### src/rtl/cpu_pkg.sv
// Shared CPU definitions: NOP encoding, opcodes, instruction field positions and IF FSM states.
package cpu_pkg;

   localparam logic [31:0] NOP_INSTR = 32'h0000_0013;

   localparam logic [6:0] OP_IMM    = 7'b0010011;
   localparam logic [6:0] OP_REG    = 7'b0110011;
   localparam logic [6:0] OP_LUI    = 7'b0110111;
   localparam logic [6:0] OP_AUIPC  = 7'b0010111;
   localparam logic [6:0] OP_JAL    = 7'b1101111;
   localparam logic [6:0] OP_JALR   = 7'b1100111;
   localparam logic [6:0] OP_BRANCH = 7'b1100011;
   localparam logic [6:0] OP_LOAD   = 7'b0000011;
   localparam logic [6:0] OP_STORE  = 7'b0100011;

   // Field LSB positions, shared with the decode stage.
   localparam int OPCODE_LSB = 0;
   localparam int RD_LSB     = 7;
   localparam int FUNCT3_LSB = 12;
   localparam int RS1_LSB    = 15;
   localparam int RS2_LSB    = 20;
   localparam int FUNCT7_LSB = 25;

   typedef enum logic [1:0] {
      FETCH = 2'd0,
      WAIT  = 2'd1,
      HOLD  = 2'd2,
      DRAIN = 2'd3
   } if_state_t;

   function automatic logic is_misaligned(input logic [1:0] lsbs);
      return |lsbs;
   endfunction

endpackage

### src/rtl/if_buf.sv
// One-entry holding register for a fetched word and its PC; clear wins over load.
module if_buf #(
   parameter int D_WIDTH = 32
) (
   input  logic               clk,
   input  logic               rst,
   input  logic               i_load,
   input  logic               i_clear,
   input  logic [D_WIDTH-1:0] i_word,
   input  logic [D_WIDTH-1:0] i_pc,
   output logic               o_full,
   output logic [D_WIDTH-1:0] o_word,
   output logic [D_WIDTH-1:0] o_pc
);

   logic               r_full;
   logic [D_WIDTH-1:0] r_word;
   logic [D_WIDTH-1:0] r_pc;

   always_ff @(posedge clk or negedge rst) begin
      if (!rst) begin
         r_full <= 1'b0;
         r_word <= '0;
         r_pc   <= '0;
      end else if (i_clear) begin
         r_full <= 1'b0;
      end else if (i_load) begin
         r_full <= 1'b1;
         r_word <= i_word;
         r_pc   <= i_pc;
      end
   end

   assign o_full = r_full;
   assign o_word = r_word;
   assign o_pc   = r_pc;

endmodule

### src/rtl/if_stage.sv
// Instruction-fetch stage: PC, single-outstanding imem handshake, one-entry buffer, IF/ID register.
// Optional macro IF_ALIGN_CHK_EN: misaligned redirects raise fetch_fault and park the stage.
module if_stage
   import cpu_pkg::*;
#(
   parameter int                 D_WIDTH  = 32,
   parameter int                 N_REGS   = 32,
   parameter int                 RF_SIZE  = $clog2(N_REGS),
   parameter logic [D_WIDTH-1:0] PC_RESET = 32'h0000_0000
) (
   input  logic               clk,
   input  logic               rst,
   input  logic               en,
   input  logic               redirect,
   input  logic [D_WIDTH-1:0] redirect_pc,
   output logic               imem_req,
   output logic [D_WIDTH-1:0] imem_addr,
   input  logic               imem_rvalid,
   input  logic [D_WIDTH-1:0] imem_rdata,
   output logic               valid_id,
   output logic [D_WIDTH-1:0] pc_id,
   output logic [D_WIDTH-1:0] instr,
   output logic [RF_SIZE-1:0] rs1,
   output logic [RF_SIZE-1:0] rs2,
   output logic [RF_SIZE-1:0] rd,
   output logic [6:0]         opcode,
   output logic [2:0]         funct3,
   output logic [6:0]         funct7,
   output logic               fetch_fault
);

   localparam logic [D_WIDTH-1:0] PC_STEP    = D_WIDTH'(4);
   localparam logic [D_WIDTH-1:0] ALIGN_MASK = ~D_WIDTH'(3);

   if_state_t          r_state;
   if_state_t          w_state_next;
   logic [D_WIDTH-1:0] r_pc;
   logic [D_WIDTH-1:0] w_pc_next;
   logic               r_imem_req;
   logic               w_req_next;
   logic               r_fault;
   logic               w_fault_next;
   logic               w_redir_ok;
   logic [D_WIDTH-1:0] w_target_pc;
   logic               r_valid_id;
   logic [D_WIDTH-1:0] r_pc_id;
   logic [D_WIDTH-1:0] r_instr;
   logic               w_take_rsp;
   logic               w_issue;
   logic               w_buf_full;
   logic [D_WIDTH-1:0] w_buf_word;
   logic [D_WIDTH-1:0] w_buf_pc;
   logic               w_buf_load;
   logic               w_buf_clear;
   logic               w_from_buf;
   logic               w_deliver;

   assign w_take_rsp  = (r_state == WAIT) && imem_rvalid;
   assign w_issue     = (r_state == FETCH) && r_imem_req;
   assign w_from_buf  = (r_state == HOLD) && w_buf_full;
   assign w_deliver   = !redirect && en && (w_take_rsp || w_from_buf);
   assign w_buf_load  = !redirect && !en && w_take_rsp;
   assign w_buf_clear = redirect || ((r_state == HOLD) && en);
   assign w_target_pc = redirect_pc & ALIGN_MASK;

`ifdef IF_ALIGN_CHK_EN
   assign w_redir_ok   = redirect && !is_misaligned(redirect_pc[1:0]);
   assign w_fault_next = redirect ? is_misaligned(redirect_pc[1:0]) : r_fault;
`else
   assign w_redir_ok   = redirect;
   assign w_fault_next = 1'b0;
`endif

   if_buf #(.D_WIDTH(D_WIDTH)) u_buf (
      .clk     (clk),
      .rst     (rst),
      .i_load  (w_buf_load),
      .i_clear (w_buf_clear),
      .i_word  (imem_rdata),
      .i_pc    (r_pc),
      .o_full  (w_buf_full),
      .o_word  (w_buf_word),
      .o_pc    (w_buf_pc)
   );

   // Next-state: redirect overrides en; a request still in flight must be drained.
   always_comb begin
      w_state_next = r_state;
      case (r_state)
         FETCH: begin
            if (w_issue) begin
               w_state_next = redirect ? DRAIN : WAIT;
            end else begin
               w_state_next = FETCH;
            end
         end
         WAIT: begin
            if (redirect) begin
               w_state_next = imem_rvalid ? FETCH : DRAIN;
            end else if (imem_rvalid) begin
               w_state_next = en ? FETCH : HOLD;
            end else begin
               w_state_next = WAIT;
            end
         end
         HOLD: begin
            if (redirect || en) begin
               w_state_next = FETCH;
            end else begin
               w_state_next = HOLD;
            end
         end
         DRAIN: begin
            if (imem_rvalid) begin
               w_state_next = FETCH;
            end else begin
               w_state_next = DRAIN;
            end
         end
         default: w_state_next = FETCH;
      endcase
   end

   always_comb begin
      w_pc_next = r_pc;
      if (w_redir_ok) begin
         w_pc_next = w_target_pc;
      end else if (w_deliver) begin
         w_pc_next = r_pc + PC_STEP;
      end else begin
         w_pc_next = r_pc;
      end
   end

   // The request is registered one cycle ahead so it is high for exactly the FETCH cycle.
   assign w_req_next = (w_state_next == FETCH) && !w_fault_next;

   always_ff @(posedge clk or negedge rst) begin
      if (!rst) begin
         r_state    <= FETCH;
         r_pc       <= PC_RESET;
         r_imem_req <= 1'b0;
         r_fault    <= 1'b0;
      end else begin
         r_state    <= w_state_next;
         r_pc       <= w_pc_next;
         r_imem_req <= w_req_next;
         r_fault    <= w_fault_next;
      end
   end

   always_ff @(posedge clk or negedge rst) begin
      if (!rst) begin
         r_valid_id <= 1'b0;
         r_instr    <= D_WIDTH'(NOP_INSTR);
         r_pc_id    <= '0;
      end else if (redirect) begin
         r_valid_id <= 1'b0;
         r_instr    <= D_WIDTH'(NOP_INSTR);
      end else if (en) begin
         if (w_take_rsp) begin
            r_valid_id <= 1'b1;
            r_instr    <= imem_rdata;
            r_pc_id    <= r_pc;
         end else if (w_from_buf) begin
            r_valid_id <= 1'b1;
            r_instr    <= w_buf_word;
            r_pc_id    <= w_buf_pc;
         end else begin
            r_valid_id <= 1'b0;
            r_instr    <= D_WIDTH'(NOP_INSTR);
         end
      end
   end

   assign imem_req    = r_imem_req;
   assign imem_addr   = r_pc;
   assign fetch_fault = r_fault;
   assign valid_id    = r_valid_id;
   assign pc_id       = r_pc_id;
   assign instr       = r_instr;
   assign opcode      = r_instr[OPCODE_LSB +: 7];
   assign rd          = r_instr[RD_LSB +: RF_SIZE];
   assign funct3      = r_instr[FUNCT3_LSB +: 3];
   assign rs1         = r_instr[RS1_LSB +: RF_SIZE];
   assign rs2         = r_instr[RS2_LSB +: RF_SIZE];
   assign funct7      = r_instr[FUNCT7_LSB +: 7];

endmodule

### config.mk
export PLATFORM = sky130hd
export DESIGN_NAME = if_stage
export DESIGN_NICKNAME = d
export VERILOG_FILES = /design/src/rtl/cpu_pkg.sv /design/src/rtl/if_buf.sv /design/src/rtl/if_stage.sv
export SDC_FILE = /design/constraint.sdc
export NUM_CORES = 1
export LEC_CHECK = 0
export CORE_ASPECT_RATIO = 1.75
export CORE_UTILIZATION = 50
export CTS_CLUSTER_SIZE = 8
export DETAILED_ROUTE_END_ITERATION = 7
export DONT_BUFFER_PORTS = 1
export PLACE_DENSITY = 0.64
export SLEW_MARGIN = 10
export SYNTH_ARGS = -nofsm -noshare
export SYNTH_HDL_FRONTEND = slang
export SYNTH_SLANG_ARGS = --single-unit
### constraint.sdc
create_clock -name clk -period 2.9 [get_ports clk]
set_input_delay 0.145 -clock clk [delete_from_list [all_inputs] [get_ports clk]]
set_output_delay 0.145 -clock clk [all_outputs]
set_load 0.01 [all_outputs]
# Word level (Yosys, flattened, before mapping)
# Index checks and enable logic that the tools add are counted.
# op_classes
bitwise_logic	2
addsub	1
n_eq_ne	3
muxes	22
reduce_logical	21
# op_table
cell	n
two-way mux 32 bit	8
adder 32 x 3 -> 32 bit, second input constant	1
two-way mux 2 bit	7
logical AND 1 bit	8
case mux 2 bit (4 select lines)	1
nonzero test 2 bit	4
two-way mux 1 bit	6
equality test 2 bit, second input constant	2
zero test 2 bit	2
logical OR 1 bit	3
AND reduction 3 bit	1
equality test 2 x 1 -> 1 bit, second input constant	1
zero test 1 bit	2
inverter 1 bit	2
AND reduction 2 bit	1
# word_totals
out_inout_bits	131
register_bits	165
wordCells	58

# Logic depth before layout (Yosys ltp)
# depth
word_depth	6
mapped_depth	8
depth_no_buf	5

# Hierarchy
# A second synthesis with hierarchy kept.
# hier_totals
cells_unflattened	731
hier_area_um2	7958.9
# modules_own_cells
module	cells_each	area_per_inst_um2	n_inst	seq_area_each_um2
if_stage	592	5225.0	1	2456.1
if_buf	139	2733.9	1	1626.6

# Worst setup path after synthesis
# OpenSTA, ideal clock, no wires.
# synth_path
path_kind	register -> register
from	register r_pc[15] (netlist: imem_addr[15])
to	register r_pc[30] (netlist: imem_addr[30])
path_slack_ps	801
setup_time_ps	82
t_arrival_ps	2017
period_less_slack_ps	2099
stages_incl_launch_ff	7
cell_sequence	dfrtp_1 > nand4_2 > or4_1 > buf_2 > buf_6 > or4_1 > a31oi_1
# synth_via
elab_chain_len	3
# synth_lines
element	line	text
from (decl)	if_stage.sv:37	logic [D_WIDTH-1:0] r_pc;
from (signal assigned)	if_stage.sv:146	r_pc <= w_pc_next;
adder 32 x 3 -> 32 bit	if_stage.sv:129	w_pc_next = r_pc + PC_STEP;
two-way mux 32 bit	if_stage.sv:128	end else if (w_deliver) begin
two-way mux 32 bit	if_stage.sv:126	if (w_redir_ok) begin
# Every way passes these cells. The select of a mux whose other input is x is not followed.
# A chain may end at the register's enable or synchronous reset.

# Final worst setup path
# layout_path
from	register r_pc[16] (netlist: imem_addr[16])
to	register r_pc[29] (netlist: imem_addr[29])
# Same word-level chain as after synthesis.

==> out/qor.txt <==
Data arrival, critical path: 2.72 ns
RSZ-0062 raised after global routing: no
distinct cell type count after synthesis: 46
critical path type: reg2reg
gr ovfl total: 0
Max VDD drop: 0.4972 mV
clock share of power: 31.2%
Finished Cell Area: 0.008498 mm^2
Tcrit/Tclk final: 82.47%
# H-tree levels: 4
worst min path class: in2async
clock skew: 0.007967 ns
adder-cell area share of the yosys netlist: 0.1692%
Layout fillers: 1190
EDFF count, synth: 0
Yosys reg bits: 159
Max Cap Viol: 0
number of setup violations in the final report: 0
Pint: 5.194 mW
Peak Freq: 0.4181 GHz
core area: 0.01444 mm^2
top sig layer: met4
predominant post-synthesis flop cell: dfrtp_1
startpoint types: flop
Routed Antenna Nets: 0
Met1 Wirelength: 6.783 mm
status: finished with violations
drt pass-1 iters: 4
failing checks: hold timing
share of layout cells above drive strength 1: 14.81%
worst-margin pin slew: 1.099 ns
routed wl met3: 1.093 mm
buffer and inverter count on the worst path: 0
main combinational cell family by area after synthesis: simple AND/OR/NAND/NOR gates
Die W: 93.92 um
Fin. Hold Viols: 159
n_diodes: 0
DR WL/cell: 19.41 um
Slowest Stage Delay on Critical Path: 0.80 ns
first-pass GRT wire length: 28.35 mm
hold_buf cts: 66
Synth Instances: 714
CTS clk-pin slew, worst paths: 0.06 ns
CTS tree: done
Compound-Gate Fraction of Synth Area: 11.32%
Critical Path Most Common Cell: or4_1
CTS Root Cell: clkbuf_16
CTS sink cnt: 159
Fin Hold WS: -0.5782 ns
Area Overhead vs Synth: 14.94%
clk buf depth: 2
Placed Area: 0.007219 mm^2
Worst EP required: 3.23 ns
met2 WL: 9.495 mm
asr flop ratio synth: 100.0%
critical path capture point type: flop
Ys Warns: 0
post-synthesis simple-gate area fraction: 14.11%
Seq/Total Area, Yosys: 53.87%
via/cell ratio: 5.886
final core utilization: 58.85%
Worst path slowest cell: or4_1
initial antenna violation count: 0
total leakage power: 3.525 nW
Sw Share: 30.99%
largest net degree at the start of global routing: 160
Post-route DRC: 0
synth top area cells: dfrtp_1 (53%), mux2_2 (8.8%), nand2_1 (5.7%)
Synth Area in XOR/XNOR: 1.185%
combinational fraction of design power: 19.8%
detailed-route wire length: 17.78 mm
height of the die: 162.9 um
crit-path max FO: 16
setup TNS: 0 ns
vias post-DR: 5392
worst skew pair latency: 0.41 ns
Yosys top cell by area: dfrtp_1
global-route usage over all layers: 24.12%
placer congestion estimate: 0.7912
vias in the first global route: 5609
Tmin final: 2.392 ns
io pins: 200
mux contribution to synthesized area: 12.08%
Port Buf Inserts: 0
cell area power density: 885.7 mW/mm^2
delay-heaviest family, CP: simple AND/OR/NAND/NOR gates
Synth Area per Inst: 10.35 um^2
cell area after synthesis: 0.007393 mm^2
CTS buffer count: 17
max-slew violations: 0
DRT iter0 DRCs: 260
Final #Nets: 794
Std-Cell Rows: 58
relative slew slack: 26.52%
Flop pwr share: 49.0%
DP Wirelength: 11.23 mm
DIE AREA: 0.01530 mm^2
Sw Pwr: 2.332 mW
post-synth top area share: 52.80%
Initial Utilization: 51.20%
CP cell instances: nand4_2 -> or4_1 -> or4_1 -> a31oi_1
cell usage after synthesis (2+ instances only):
| master | n |
|---|---|
| nand4_1 | 8 |
| a31oi_1 | 53 |
| o2111ai_1 | 3 |
| buf_4 | 37 |
| and3b_1 | 2 |
| o31ai_1 | 15 |
| and4_1 | 2 |
| buf_1 | 2 |
| o21ai_0 | 47 |
| nand2_1 | 113 |
| nand3b_1 | 2 |
| xor2_1 | 4 |
| a211o_1 | 2 |
| xnor2_1 | 6 |
| dfstp_2 | 3 |
| nor2_1 | 58 |
| a2111oi_0 | 2 |
| nand4b_1 | 2 |
| or2_2 | 2 |
| buf_6 | 2 |
| mux2_2 | 58 |
| dlygate4sd3_1 | 2 |
| nor3_1 | 9 |
| clkbuf_1 | 39 |
| a221oi_1 | 6 |
| nand3_1 | 6 |
| dfrtp_1 | 156 |
| or4_1 | 15 |
| or3_2 | 2 |
| mux2i_1 | 24 |
| buf_2 | 5 |
| a21oi_1 | 4 |
| or3_1 | 3 |
| inv_1 | 8 |
power by group through the flow:
stage          logic, mW  registers [mW]  clock network (mW)
2_1_floorplan       1.29            3.49                   0
3_3_place_gp        1.34            3.68                   0
3_5_place_dp        1.41            3.73                   0
4_1_cts             1.50            3.69                2.40
5_1_grt             1.67            3.80                2.50
6_report            1.49            3.69                2.35
cell usage in the layout, fill, tap and decap left out, types with 2 or more instances in the layout:
master and instances:
xor2_1 4, a21oi_1 3, and4_1 2, o2111ai_1 3, or2_2 2, nor2_1 57
dfrtp_1 156, clkinvlp_4 4, buf_4 8, a2111oi_0 2, nor3_1 9, mux2_2 58
nand4_1 8, clkbuf_1 2, xnor2_1 6, dlygate4sd3_1 66, conb_1 5, nand3_1 6
inv_6 3, bufinv_16 4, or3_2 2, or3_1 3, nand4b_1 2, nand2_1 112
nand3b_1 2, o21ai_0 47, o31ai_1 15, or4_1 15, clkbuf_16 17, mux2i_1 24
a31oi_1 53, a211o_1 2, inv_1 8, dfstp_2 3, a221oi_1 6
final timing paths:
path / startpoint / end / slack, ns / depth (start not counted)
max reg2reg: imem_addr[16] / imem_addr[29] / 0.51 / 4
max: imem_addr[16] / imem_addr[29] / 0.51 / 4
min in group clk: en / imem_addr[8] / 0.07 / 3
min: rst / imem_addr[13] / -0.58 / 0
max in group asynchronous: rst / instr[0] / 3.15 / 0
min reg2reg: u_buf.o_pc[15] / u_buf.o_pc[15] / 0.48 / 2
layout make-up:
cell class	count	area, um^2	area share [%]
Sequential cell	159	3983	46.86
Multi-Input combinational cell	463	2918	34.33
Timing Repair Buffer	74	720.7	8.481
Clock buffer	19	432.9	5.094
Tap cell	180	225.2	2.650
Clock inverter	12	185.2	2.179
Inverter	9	33.78	0.3975
sequential cells by signal, indices dropped and copies added (netlist names):
signal,count
imem_addr,30
imem_req,1
instr,32
pc_id,30
r_state,2
u_buf.o_full,1
u_buf.o_pc,30
u_buf.o_word,32
valid_id,1
logic make-up (layout without fill, tap and decap cells):
group | count (synthesis) | count (layout)
AO/OA/AOI/OAI | 135 | 135
XOR/XNOR | 10 | 10
adder cells (fa/ha/maj) | 1 | 1
buffers and inverters | 96 | 114
flip-flops | 159 | 159
multiplexers | 82 | 82
other | 1 | 5
AND/OR/NAND/NOR | 230 | 230
layer usage:
layer | global-route usage, % | vias up
li1 | - | 2505
met1 | 26.77 | 2662
met2 | 42.70 | 188
met3 | 7.049 | 37
met4 | 9.371 | 0
met5 | 0 | -
metrics by stage:
| stage | instances | setup WS, ns | hold WS (ns) | power (mW) |
|---|---|---|---|---|
| 3_3_place_gp | 819 | 0.5606 | -0.1463 | 5.021 |
| 2_1_floorplan | 718 | 0.8006 | -0.1506 | 4.777 |
| 5_1_grt | 916 | 0.3553 | -0.6104 | 7.972 |
| 3_5_place_dp | 819 | 0.5304 | -0.1474 | 5.145 |
| 6_report | 916 | 0.5084 | -0.5782 | 7.526 |
| 4_1_cts | 916 | 0.5157 | -0.5971 | 7.593 |
timing repair:
| item | CTS | global route |
|---|---|---|
| setup buffers | 0 | 0 |
| resized for setup | 0 | 0 |
| endpoints found under the hold margin | 256 | 159 |
(Power assumes the default switching activity.)
